<file path="src/rtl/mem_stage_ctrl.sv">
// mem_stage_ctrl: MEM-stage sequencer for a multi-cycle data RAM in a 5-stage MIPS32 pipeline.
// Issues the RAM request. Freezes upstream stages while the RAM is busy. Steers the
// MEM/WB buffer so that WB sees NOPs during waits and real data on completion.
// Optional feature: define MEM_CTRL_TIMEOUT_EN to enable the WAIT-state watchdog abort.
// Ports:
//   clk, rst_n          clock (rising edge), asynchronous active-low reset
//   MemRead_EX_MEM      load in MEM stage
//   MemWrite_EX_MEM     store in MEM stage
//   ram_ready           data RAM has completed the current access
//   ram_req / ram_we    RAM strobe and direction (1 = write)
//   stall_pipe          hold PC, IF/ID, ID/EX and EX/MEM
//   mem_wb_en           MEM/WB loads on this edge
//   mem_wb_bubble       MEM/WB loads a NOP
//   busy                FSM is in WAIT
//   proto_err           sticky: read and write both set at access start
//   timeout_err         sticky: an access was aborted by the watchdog
module mem_stage_ctrl #(
  parameter int unsigned CNT_W          = 4,
  parameter int unsigned MIN_WAIT       = 1,
  parameter int unsigned TIMEOUT_CYCLES = 12
) (
  input  logic clk,
  input  logic rst_n,
  input  logic MemRead_EX_MEM,
  input  logic MemWrite_EX_MEM,
  input  logic ram_ready,
  output logic ram_req,
  output logic ram_we,
  output logic stall_pipe,
  output logic mem_wb_en,
  output logic mem_wb_bubble,
  output logic busy,
  output logic proto_err,
  output logic timeout_err
);

  typedef enum logic {S_IDLE = 1'b0, S_WAIT = 1'b1} state_t;

  state_t             r_state;
  state_t             w_state_nxt;
  logic [CNT_W-1:0]   r_wait_cnt;
  logic [CNT_W-1:0]   w_cnt_nxt;
  logic               r_we;
  logic               w_we_nxt;
  logic               r_proto_err;
  logic               w_proto_set;
  logic               r_timeout_err;
  logic               w_timeout_set;
  logic               w_op;
  logic               w_ready_ok;

  logic w_ram_req, w_ram_we, w_stall, w_wb_en, w_bubble, w_busy;

  assign w_op       = MemRead_EX_MEM | MemWrite_EX_MEM;
  assign w_ready_ok = ram_ready && ((MIN_WAIT == 0) || (r_wait_cnt >= CNT_W'(MIN_WAIT)));

  // State, wait counter, latched direction and sticky error flags
  always_ff @(posedge clk or negedge rst_n) begin
    if (!rst_n) begin
      r_state       <= S_IDLE;
      r_wait_cnt    <= '0;
      r_we          <= 1'b0;
      r_proto_err   <= 1'b0;
      r_timeout_err <= 1'b0;
    end else begin
      r_state       <= w_state_nxt;
      r_wait_cnt    <= w_cnt_nxt;
      r_we          <= w_we_nxt;
      r_proto_err   <= r_proto_err | w_proto_set;
      r_timeout_err <= r_timeout_err | w_timeout_set;
    end
  end

  // Next-state and combinational outputs
  always_comb begin
    w_state_nxt   = r_state;
    w_cnt_nxt     = r_wait_cnt;
    w_we_nxt      = r_we;
    w_proto_set   = 1'b0;
    w_timeout_set = 1'b0;
    w_ram_req     = 1'b0;
    w_ram_we      = 1'b0;
    w_stall       = 1'b0;
    w_wb_en       = 1'b1;
    w_bubble      = 1'b0;
    w_busy        = 1'b0;
    case (r_state)
      S_IDLE: begin
        if (w_op) begin
          // Simultaneous read+write is treated as a write
          w_ram_req   = 1'b1;
          w_ram_we    = MemWrite_EX_MEM;
          w_we_nxt    = MemWrite_EX_MEM;
          w_proto_set = MemRead_EX_MEM & MemWrite_EX_MEM;
          if (w_ready_ok) begin
            // Zero-wait completion: RAM answered in the request cycle
            w_cnt_nxt = '0;
          end else begin
            w_stall     = 1'b1;
            w_bubble    = 1'b1;
            w_state_nxt = S_WAIT;
            w_cnt_nxt   = CNT_W'(1);
          end
        end
      end
      S_WAIT: begin
        w_ram_req = 1'b1;
        w_ram_we  = r_we;
        w_stall   = 1'b1;
        w_bubble  = 1'b1;
        w_busy    = 1'b1;
        w_cnt_nxt = (&r_wait_cnt) ? r_wait_cnt : r_wait_cnt + CNT_W'(1);
        if (w_ready_ok) begin
          w_stall     = 1'b0;
          w_bubble    = 1'b0;
          w_state_nxt = S_IDLE;
          w_cnt_nxt   = '0;
        end
`ifdef MEM_CTRL_TIMEOUT_EN
        else if (!ram_ready && (r_wait_cnt == CNT_W'(TIMEOUT_CYCLES))) begin
          // Watchdog abort: release the pipe, discard the result as a bubble
          w_stall       = 1'b0;
          w_timeout_set = 1'b1;
          w_state_nxt   = S_IDLE;
          w_cnt_nxt     = '0;
        end
`endif
      end
      default: begin
        w_state_nxt = S_IDLE;
        w_cnt_nxt   = '0;
      end
    endcase
  end

`ifndef MEM_CTRL_TIMEOUT_EN
  logic w_unused_timeout;
  assign w_unused_timeout = ^CNT_W'(TIMEOUT_CYCLES);
`endif

  // Outputs are forced low while reset is asserted, independent of the clock
  assign ram_req       = rst_n & w_ram_req;
  assign ram_we        = rst_n & w_ram_we;
  assign stall_pipe    = rst_n & w_stall;
  assign mem_wb_en     = rst_n & w_wb_en;
  assign mem_wb_bubble = rst_n & w_bubble;
  assign busy          = rst_n & w_busy;
  assign proto_err     = r_proto_err;
  assign timeout_err   = r_timeout_err;

endmodule
</file>
<file path="config.mk">
export PLATFORM = sky130hd
export DESIGN_NAME = mem_stage_ctrl
export DESIGN_NICKNAME = d
export VERILOG_FILES = /design/src/rtl/mem_stage_ctrl.sv
export SDC_FILE = /design/constraint.sdc
export NUM_CORES = 1
export LEC_CHECK = 0
export ABC_AREA = 1
export BUFFER_PORTS_ARGS = -buffer_cell sky130_fd_sc_hd__buf_2
export CAP_MARGIN = 20
export CORE_AREA = 3 3 40 42
export DETAILED_ROUTE_END_ITERATION = 12
export DIE_AREA = 0 0 43 45
export PLACE_DENSITY = 0.65
export SETUP_SLACK_MARGIN = 0.2
export SKIP_LAST_GASP = 1
export SLEW_MARGIN = 40
export SYNTH_ARGS = -nofsm -noshare
export SYNTH_HDL_FRONTEND = slang
export SYNTH_SLANG_ARGS = --single-unit
</file>
<file path="constraint.sdc">
create_clock -name clk -period 1.47 [get_ports clk]
set_input_delay 0.147 -clock clk [delete_from_list [all_inputs] [get_ports clk]]
set_output_delay 0.147 -clock clk [all_outputs]
set_load 0.03 [all_outputs]
</file>
==> impl.org, run 1 <==
** STA
- Hold Violations, Final :: 0
- After layout, the worst setup slack is -113 ps.
- Setup repair after global routing missed its margin :: yes
- For the final database, setup skew stands at a little over 7 ps.
- In the finished design, the share of the clock period the worst path needs comes to 108%.
- Static timing analysis puts the maximum clock frequency at 632 MHz.
- After routing, the total negative slack on setup checks comes to -225 ps.
- Counting I/O delays and the setup requirement, the final critical path takes 1580 ps.
- Total of endpoints with negative setup slack in the final report :: 2
- Max-slew violations :: 0

** Clock network
- For this design, the sink count on the clock tree is 7.
- The clock reaches the later pin of the worst-skew pair after 260 ps.
- Clock buffers created by TritonCTS :: 3
- Buffer depth of the longest clock path :: 2
- Clock tree root driver cell :: sky130_fd_sc_hd__clkbuf_4
- Clock-pin slew was measured on the worst setup and hold paths at 50 ps.
- CTS built an H-tree with a depth of 1.
- Clock tree from TritonCTS :: built

** Hold path
- Hold Path Class :: primary input to flop

** Outcome
- Run status :: complete, but fails checks
- Failing checks :: negative setup slack

** Logic synthesis
- In the post-synthesis netlist, the biggest area contributors are sky130_fd_sc_hd__dfrtp_1 38%, sky130_fd_sc_hd__ha_1 8.2%, sky130_fd_sc_hd__nand2_1 8.2%, sky130_fd_sc_hd__inv_1 7.4%, sky130_fd_sc_hd__buf_4 4.9%.
- Cell variety after synth :: 19
- Synthesis inferred 7 register bits.
- Register area share after synthesis :: slightly below 40%
- The synthesized netlist occupies a cell area of about 460 µm².
- During synthesis, Yosys emitted a total of 0 warnings.
- Dividing the synthesized area by the synthesized cell count gives 7.85 µm².
- The share of synthesized area in the top cell type comes to between 30% and 40%.
- Synthesis produced a netlist with a net count of 66.
- Cell accounting for the most synthesized area :: sky130_fd_sc_hd__dfrtp_1
- Synthesized instance count :: 58

** Setup path
- The worst setup path is captured at an output port.
- Broken down by cell family, the worst path's largest delay share belongs to flip-flops.
- Total stage count of the critical path :: 9
- CP Cell Sequence :: inv_2, ha_4, inv_2, nor2_1, nand2_1, nand2_2, nand2_4, nor2_4, buf_6
- The worst register-to-register path ends at r_wait_cnt[0].
- Among the stages of the critical path, the cell type that occurs most often is sky130_fd_sc_hd__inv_2.
- The worst setup path is of the flop to output port kind.
- Nature of the critical path startpoint :: flop
- Register-to-register path setup slack :: 50 ps
- For this design, the slowest cell found on the critical path is sky130_fd_sc_hd__dfrtp_1.
- Endpoint of the worst setup timing path :: stall_pipe
- Reg2reg start :: r_wait_cnt[0]
- Endpoint arrival time on the critical path :: ~1400 ps
- In this run the worst path has a maximum fanout of 3.
- Tracing the worst setup path back leads to its startpoint at r_wait_cnt[0].
- At the worst endpoint, the required time is about 1300 ps.
- Worst Path Buf+Inv :: 3
- Measured in cells, the most critical reg-to-reg path has a length of 10.
- Biggest cell delay along the critical path :: 400 ps

** GRT
- For this run, the total global-route usage over all layers was measured as 12.9%.
- Wire length of the first global-routing pass :: ~1800 µm
- GR met2 Demand/Resource :: around 25%
- Number of antenna violations at the first check in global routing :: 0
- In the global route stage, met3 resource usage came out at 4.78%.
- The via count of the first global-routing pass was 459.
- For this run, global-route usage on met1 was measured as ~12%.
- Pin count of the biggest net entering global routing :: 8
- After global routing the overflow that remains totals 0.
- In this run the most used layer during global routing was met2.

** Power and ir drop
- Total power per unit cell area :: roughly 1700 nW/µm²
- Sum of internal, switching and leakage power :: 1.17 mW
- Across the VDD grid, the largest voltage drop is 0.585 mV.
- In this run the static leakage power is 0.346 nW.

** Drt
- The final route contains 466 vias.
- Dividing the detail-routed wire length by the instance count gives 12.3 µm.
- After detailed routing, the total wire length is 1200 µm.
- After detailed routing, the number of vias per cell comes to 4.80.
- The detail route stage leaves a number of antenna-violating nets equal to 0.
- The detailed router finished its first iteration with 4 violations.
- For this run, the detailed router's first-pass iteration total came to 4.
- For this run, design rule violations remaining after detail routing come to 0.

** Final layout
- Storage cell area :: 175 µm²
- Final core utilization :: 54.4%
- In the final design database the tool counted 91 nets.
- The top cell types in the final layout, fill and taps aside, are 12 x sky130_fd_sc_hd__buf_4, 7 x sky130_fd_sc_hd__buf_2, 7 x sky130_fd_sc_hd__dfrtp_1, 6 x sky130_fd_sc_hd__inv_1, 6 x sky130_fd_sc_hd__nand2_2.
- Antenna fix cells :: 0
- Multi-input logic area :: 277 µm²
- The post-route netlist has 57.3% of its cells at a drive strength greater than 1.
- From synthesis to final layout, the design area changed by 53.6%.
- Most frequent standard cell in the layout excluding fill and tap cells :: sky130_fd_sc_hd__buf_4
- Final instance area :: 699 µm²
- After filler insertion, the fill cell instance count of the layout stands at 116.

** Placed design
- The wire-length estimate of the detail-placed layout is 743 µm.
- IO Port Bufs :: 11
- Area after detailed placement :: 547 µm²
- Placer Congestion :: 0.674

** Floorplanning
- The die is 45 µm tall.
- Effective utilization at floorplan :: 35.4%
- Row generation in the floorplan step produced 13 rows.
- The die covers 1940 µm².
- The core region is 1280 µm².
- Num ports :: 13
- Die W :: 43 µm

** Flow run
- Across the run, the number of max-cap violations was 0.
[kinds of logic (layout without fill, tap and decap cells)]
| logic type | Yosys count | count (layout) | share of synthesized area [%] |
|---|---|---|---|
| AND/OR/NAND/NOR | 26 | 26 | 28.6 |
| buffers and inverters | 12 | 36 | 12.4 |
| AO/OA/AOI/OAI | 9 | 9 | 11.5 |
| flip-flops | 7 | 7 | 38.5 |
| adder cells (fa/ha/maj) | 3 | 3 | 8.24 |
| other | 1 | 1 | 0.823 |
[area by class of cell]
class | instances | area share [%]
Clock buffer | 4 | 3.76
Inverter | 9 | 4.83
Multi-Input combinational cell | 39 | 39.5
Sequential cell | 7 | 25.0
Tap cell | 15 | 2.68
Timing Repair Buffer | 23 | 24.2
[synthesized netlist by cell type]
master and number:
sky130_fd_sc_hd__nand2_2 2, sky130_fd_sc_hd__o21ai_0 3, sky130_fd_sc_hd__o21ai_1 3, sky130_fd_sc_hd__a21oi_1 1, sky130_fd_sc_hd__dfrtp_1 7, sky130_fd_sc_hd__nand2_4 1, sky130_fd_sc_hd__inv_1 9, sky130_fd_sc_hd__nor2_1 5
sky130_fd_sc_hd__ha_1 3, sky130_fd_sc_hd__conb_1 1, sky130_fd_sc_hd__buf_4 3, sky130_fd_sc_hd__a31o_2 1, sky130_fd_sc_hd__nand3_2 1, sky130_fd_sc_hd__nand4_1 2, sky130_fd_sc_hd__nor2_2 1, sky130_fd_sc_hd__nand3_1 3
sky130_fd_sc_hd__nand2_1 10, sky130_fd_sc_hd__or2_2 1, sky130_fd_sc_hd__o21ai_2 1
[how the worst min path moves through the flow]
stage,slack [ps],start,cells after the start,endpoint
after floorplan,-150,rst_n,0,proto_err
after global routing,140,MemRead_EX_MEM,2,r_we
after CTS,140,MemRead_EX_MEM,2,r_we
after global placement,3,rst_n,1,proto_err
final,140,MemRead_EX_MEM,2,r_we
after detailed placement,7,rst_n,1,proto_err
[per-layer routing]
| metal | vias to the layer above | wire [µm] |
|---|---|---|
| li1 | 229 | - |
| met1 | 220 | 429 |
| met2 | 11 | 658 |
| met3 | 6 | 44 |
| met4 | 0 | 63 |
| met5 | - | 0 |
[registers in the layout (all words and copies together) (netlist names)]
register	flops
proto_err	1
r_we	1
r_wait_cnt	4
r_state	1
[where the power goes]
| group | switching, mW | internal, mW | total (mW) |
|---|---|---|---|
| logic | 0.376 | 0.323 | 0.699 |
| clock network | 0.0736 | 0.104 | 0.177 |
| registers | 0.0471 | 0.244 | 0.291 |
[per-stage QoR]
stage | hold slack [ps] | setup WS [ps] | cells
after floorplan | -149 | -25.5 | 58
after global placement | 2.99 | 54.8 | 85
after detailed placement | 6.56 | 34.6 | 85
after CTS | 142 | -127 | 96
after global routing | 141 | -214 | 97
final | 137 | -113 | 97
[timing repair]
item	CTS	global route
endpoints found under the hold margin	7	0
gates resized for setup	12	11
setup endpoints to repair	7	8
pin swaps	5	4
setup buffers	6	1
hold buffers	1	0
[worst reg2reg max path, cell delays in order (launching register included)]
cell                      delay (ps)
sky130_fd_sc_hd__dfrtp_1         400
sky130_fd_sc_hd__inv_2            90
sky130_fd_sc_hd__ha_4            130
sky130_fd_sc_hd__inv_2            20
sky130_fd_sc_hd__nor2_1           70
sky130_fd_sc_hd__nand2_1          60
sky130_fd_sc_hd__nand2_2         100
sky130_fd_sc_hd__buf_4           130
sky130_fd_sc_hd__buf_4           120
sky130_fd_sc_hd__o21ai_0          80
sky130_fd_sc_hd__o21ai_1         130
(Power assumes the default switching activity.)
==> inputs of run 2 (changes only) <==
--- a/config.mk
+++ b/config.mk
@@ -6,7 +6,7 @@
 export NUM_CORES = 1
 export LEC_CHECK = 0
 export ABC_AREA = 1
-export BUFFER_PORTS_ARGS = -buffer_cell sky130_fd_sc_hd__buf_2
+export BUFFER_PORTS_ARGS = -buffer_cell sky130_fd_sc_hd__buf_4
 export CAP_MARGIN = 20
 export CORE_AREA = 3 3 40 42
 export DETAILED_ROUTE_END_ITERATION = 12
==> impl.org, run 2 (synthesized netlist as in run 1, its figures left out) <==
** Outcome
- The flow ran to the end, but the final reports show violations.
- The checks that failed: negative setup slack.

** Final layout
- Relative to the synthesized area, the layout overhead comes to 77.7%.
- Highest-count cells in the layout ignoring fill and taps :: 16 x sky130_fd_sc_hd__buf_4, 13 x sky130_fd_sc_hd__buf_6, 7 x sky130_fd_sc_hd__dfrtp_1, 6 x sky130_fd_sc_hd__nand2_1, 6 x sky130_fd_sc_hd__nand2_2
- Antenna fix cells :: 0 (unchanged)
- Most frequent standard cell in the layout excluding fill and tap cells :: sky130_fd_sc_hd__buf_4
- Final core utilization :: 63.0% (+8.6 points)
- Nets :: 98 (+7.7%)
- Largest register FFs :: 4 (unchanged)
- Final instance area :: 810 µm² (+16%)
- The non-filler instance count after layout was 104 (+7.2%).
- r_wait_cnt holds more flip-flops than any other register.
- Fraction of layout cells with a size suffix above 1 :: 60.7% (+3.4 points)

** Setup path
- The total buffers and inverters traversed by the critical path was 3 (unchanged).
- Critical Path End Type :: output port
- By startpoint and endpoint, the worst setup path is classified as flop to output port.
- On the critical path the largest part of the delay comes from simple AND/OR/NAND/NOR gates.
- Depth of the worst register-to-register path :: 11 (+1)
- The worst register-to-register path ends at r_wait_cnt[0].
- The slowest stage of the critical path belongs to the cell sky130_fd_sc_hd__dfrtp_1.
- The slack of the worst reg-to-reg path came to -120 ps (-170 ps).
- Required time of the worst setup path :: 1320 ps (about the same)
- CP Cell Sequence :: inv_2, ha_4, inv_2, nor2_1, nand2_1, nand2_2, nand2_2, nor2_4, buf_6
- The biggest cell delay along the critical path came to 400 ps (about the same).
- The arrival time of data at the critical path endpoint was 1460 ps (+20 ps).
- Biggest fanout along the worst timing path :: 3 (unchanged)
- Reg2reg start :: r_wait_cnt[0]
- The worst setup path is launched from a flop.

** Drt
- The total iterations of the first detailed-routing run was 4 (unchanged).
- DRC :: 0 (unchanged)
- The final wirelength was 1380 µm (+15%).
- The average via count per standard cell came to 4.86 (+1.1%).
- The count of vias placed by the detailed router was 505 (+8.4%).
- The number of DRC markers after the initial detailed-route iteration is 13 (+9).
- The residual antenna-violating net count after detailed routing came to 0 (unchanged).
- WL per Instance :: 13.2 µm (+7.3%)

** Hold path
- Hold Path Class :: primary input to flop
- End of the worst hold path :: r_we
- Worst min-delay path startpoint :: MemRead_EX_MEM
- Worst Hold Path Cells :: 2 (unchanged)

** Power and ir drop
- The switching power came to 0.589 mW (+19%).
- The combinational share of power was 68.9% (+9.0 points).
- Static leakage power :: 0.401 nW (+16%)
- Clock share of power :: 11.6% (-3.6 points)
- The cell area power density is 1850 nW/µm² (+11%).
- Worst IR drop on VDD :: 0.953 mV (+63%)
- Internal power contribution :: 0.907 mW (+35%)
- The power consumption came to 1.50 mW (+28%).
- Share of power burned in registers :: 19.4% (-5.5 points)
- The net switching fraction of the power was 39.4% (-3.2 points).

** Clock network
- Insertion delay of the later-clocked pin in the worst-skew pair :: 250 ps (about the same)
- Post-CTS clock slew at the launch and capture registers of the worst setup and hold paths :: 50 ps (about the same)
- The CTS H-tree depth came to 1 (unchanged).
- Buffer depth of the longest clock path :: 2 (unchanged)
- The number of clock buffers inserted by TritonCTS came to 3 (unchanged).
- Sink Count :: 7 (unchanged)
- Clock tree from TritonCTS :: built
- Clock tree root driver cell :: sky130_fd_sc_hd__clkbuf_4

** STA
- The minimum hold slack came to 98.5 ps (-39.0 ps).
- The final period demand of the worst path is 1610 ps (+26.8 ps).
- The number of max-slew violations in the final report came to 0 (unchanged).
- Setup repair after global routing missed its margin :: yes
- Worst Setup Slack, final :: -140 ps (-26.8 ps)
- Final TNS setup :: -669 ps (-444 ps)
- The highest attainable clock frequency is 621 MHz (-1.7%).
- The count of final setup violators came to 6 (+4).
- The hold violation total from the final report was 0 (unchanged).
- The final critical-path share of the clock period is 110% (+1.8 points).
- The worst clock skew came to 7.80 ps (+0.768 ps).

** Placed design
- The number of buffers added on ports is 11 (unchanged).
- The final estimated routing congestion in global placement came to 0.718 (+6.5%).
- The placed cell count came to 85 (unchanged).
- Post-detailed-placement half-perimeter wirelength :: 765 µm (+3.0%)
- The placed cell area is 574 µm² (+5.0%).
- Worst setup slack before clock tree synthesis :: 94.2 ps (+59.6 ps)

** GRT
- Pin count of the biggest net entering global routing :: 8 (unchanged)
- The wire length of the first global-routing pass came to 2150 µm (+19%).
- The number of antenna violations at the first check in global routing is 0 (unchanged).
- The remaining global-route overflow was 0 (unchanged).
- Global router's overall resource usage :: 15.2% (+2.3 points)
- The via count of the first global-routing pass was 489 (+6.5%).

** Floorplanning
- Effective utilization at floorplan :: 35.4% (unchanged)
- Die W :: 43 µm (unchanged)
- The placeable core area was 1280 µm² (unchanged).
- Standard-cell rows :: 13 (unchanged)
- Die extent in y :: 45 µm (unchanged)
- Num ports :: 13 (unchanged)
- Die area :: 1940 µm² (unchanged)

** Flow run
- The number of maximum-capacitance constraint violations came to 0 (unchanged).
-- run 2: power groups by stage --
| stage | combinational (mW) | sequential [mW] | clock [mW] |
|---|---|---|---|
| after floorplan | 0.305 | 0.301 | 0 |
| after global placement | 0.486 | 0.281 | 0 |
| after detailed placement | 0.497 | 0.282 | 0 |
| after CTS | 0.846 | 0.283 | 0.179 |
| after global routing | 1.10 | 0.296 | 0.188 |
| final | 1.03 | 0.291 | 0.174 |
-- run 2: final cells by class --
class / instances / area [µm²]
clock buffer: 4 / 26.3
multi-input combinational: 39 / 279
tap: 15 / 18.8
inverter: 9 / 33.8
fill: 111 / 475
timing repair buffer: 30 / 277
sequential: 7 / 175
-- run 2: metal layers --
| layer | vias up | GRT usage, % | part of all wire, % |
|---|---|---|---|
| met1 | 243 | 17.9 | 42 |
| met2 | 17 | 26.9 | 51 |
| met4 | 0 | 3.61 | 1.5 |
| met3 | 2 | 4.78 | 4.9 |
| li1 | 243 | - | - |
| met5 | - | 0 | 0 |
-- run 2: how the worst max path moves through the flow --
stage / startpoint / to / slack (ps) / depth (start not counted)
after global placement: r_wait_cnt[0] / mem_wb_bubble / 100 / 9
after CTS: r_wait_cnt[0] / mem_wb_bubble / -130 / 9
final: r_wait_cnt[0] / mem_wb_bubble / -140 / 9
after floorplan: r_wait_cnt[0] / stall_pipe / -30 / 9
after detailed placement: r_wait_cnt[0] / mem_wb_bubble / 90 / 9
after global routing: r_wait_cnt[0] / mem_wb_bubble / -240 / 9
-- run 2: what timing repair did --
item / in CTS / in global routing
setup endpoints to repair: 7 / 9
resized for setup: 19 / 10
setup buffers: 11 / 3
hold buffers: 1 / 0
pin swaps: 9 / 4
endpoints found under the hold margin: 7 / 0
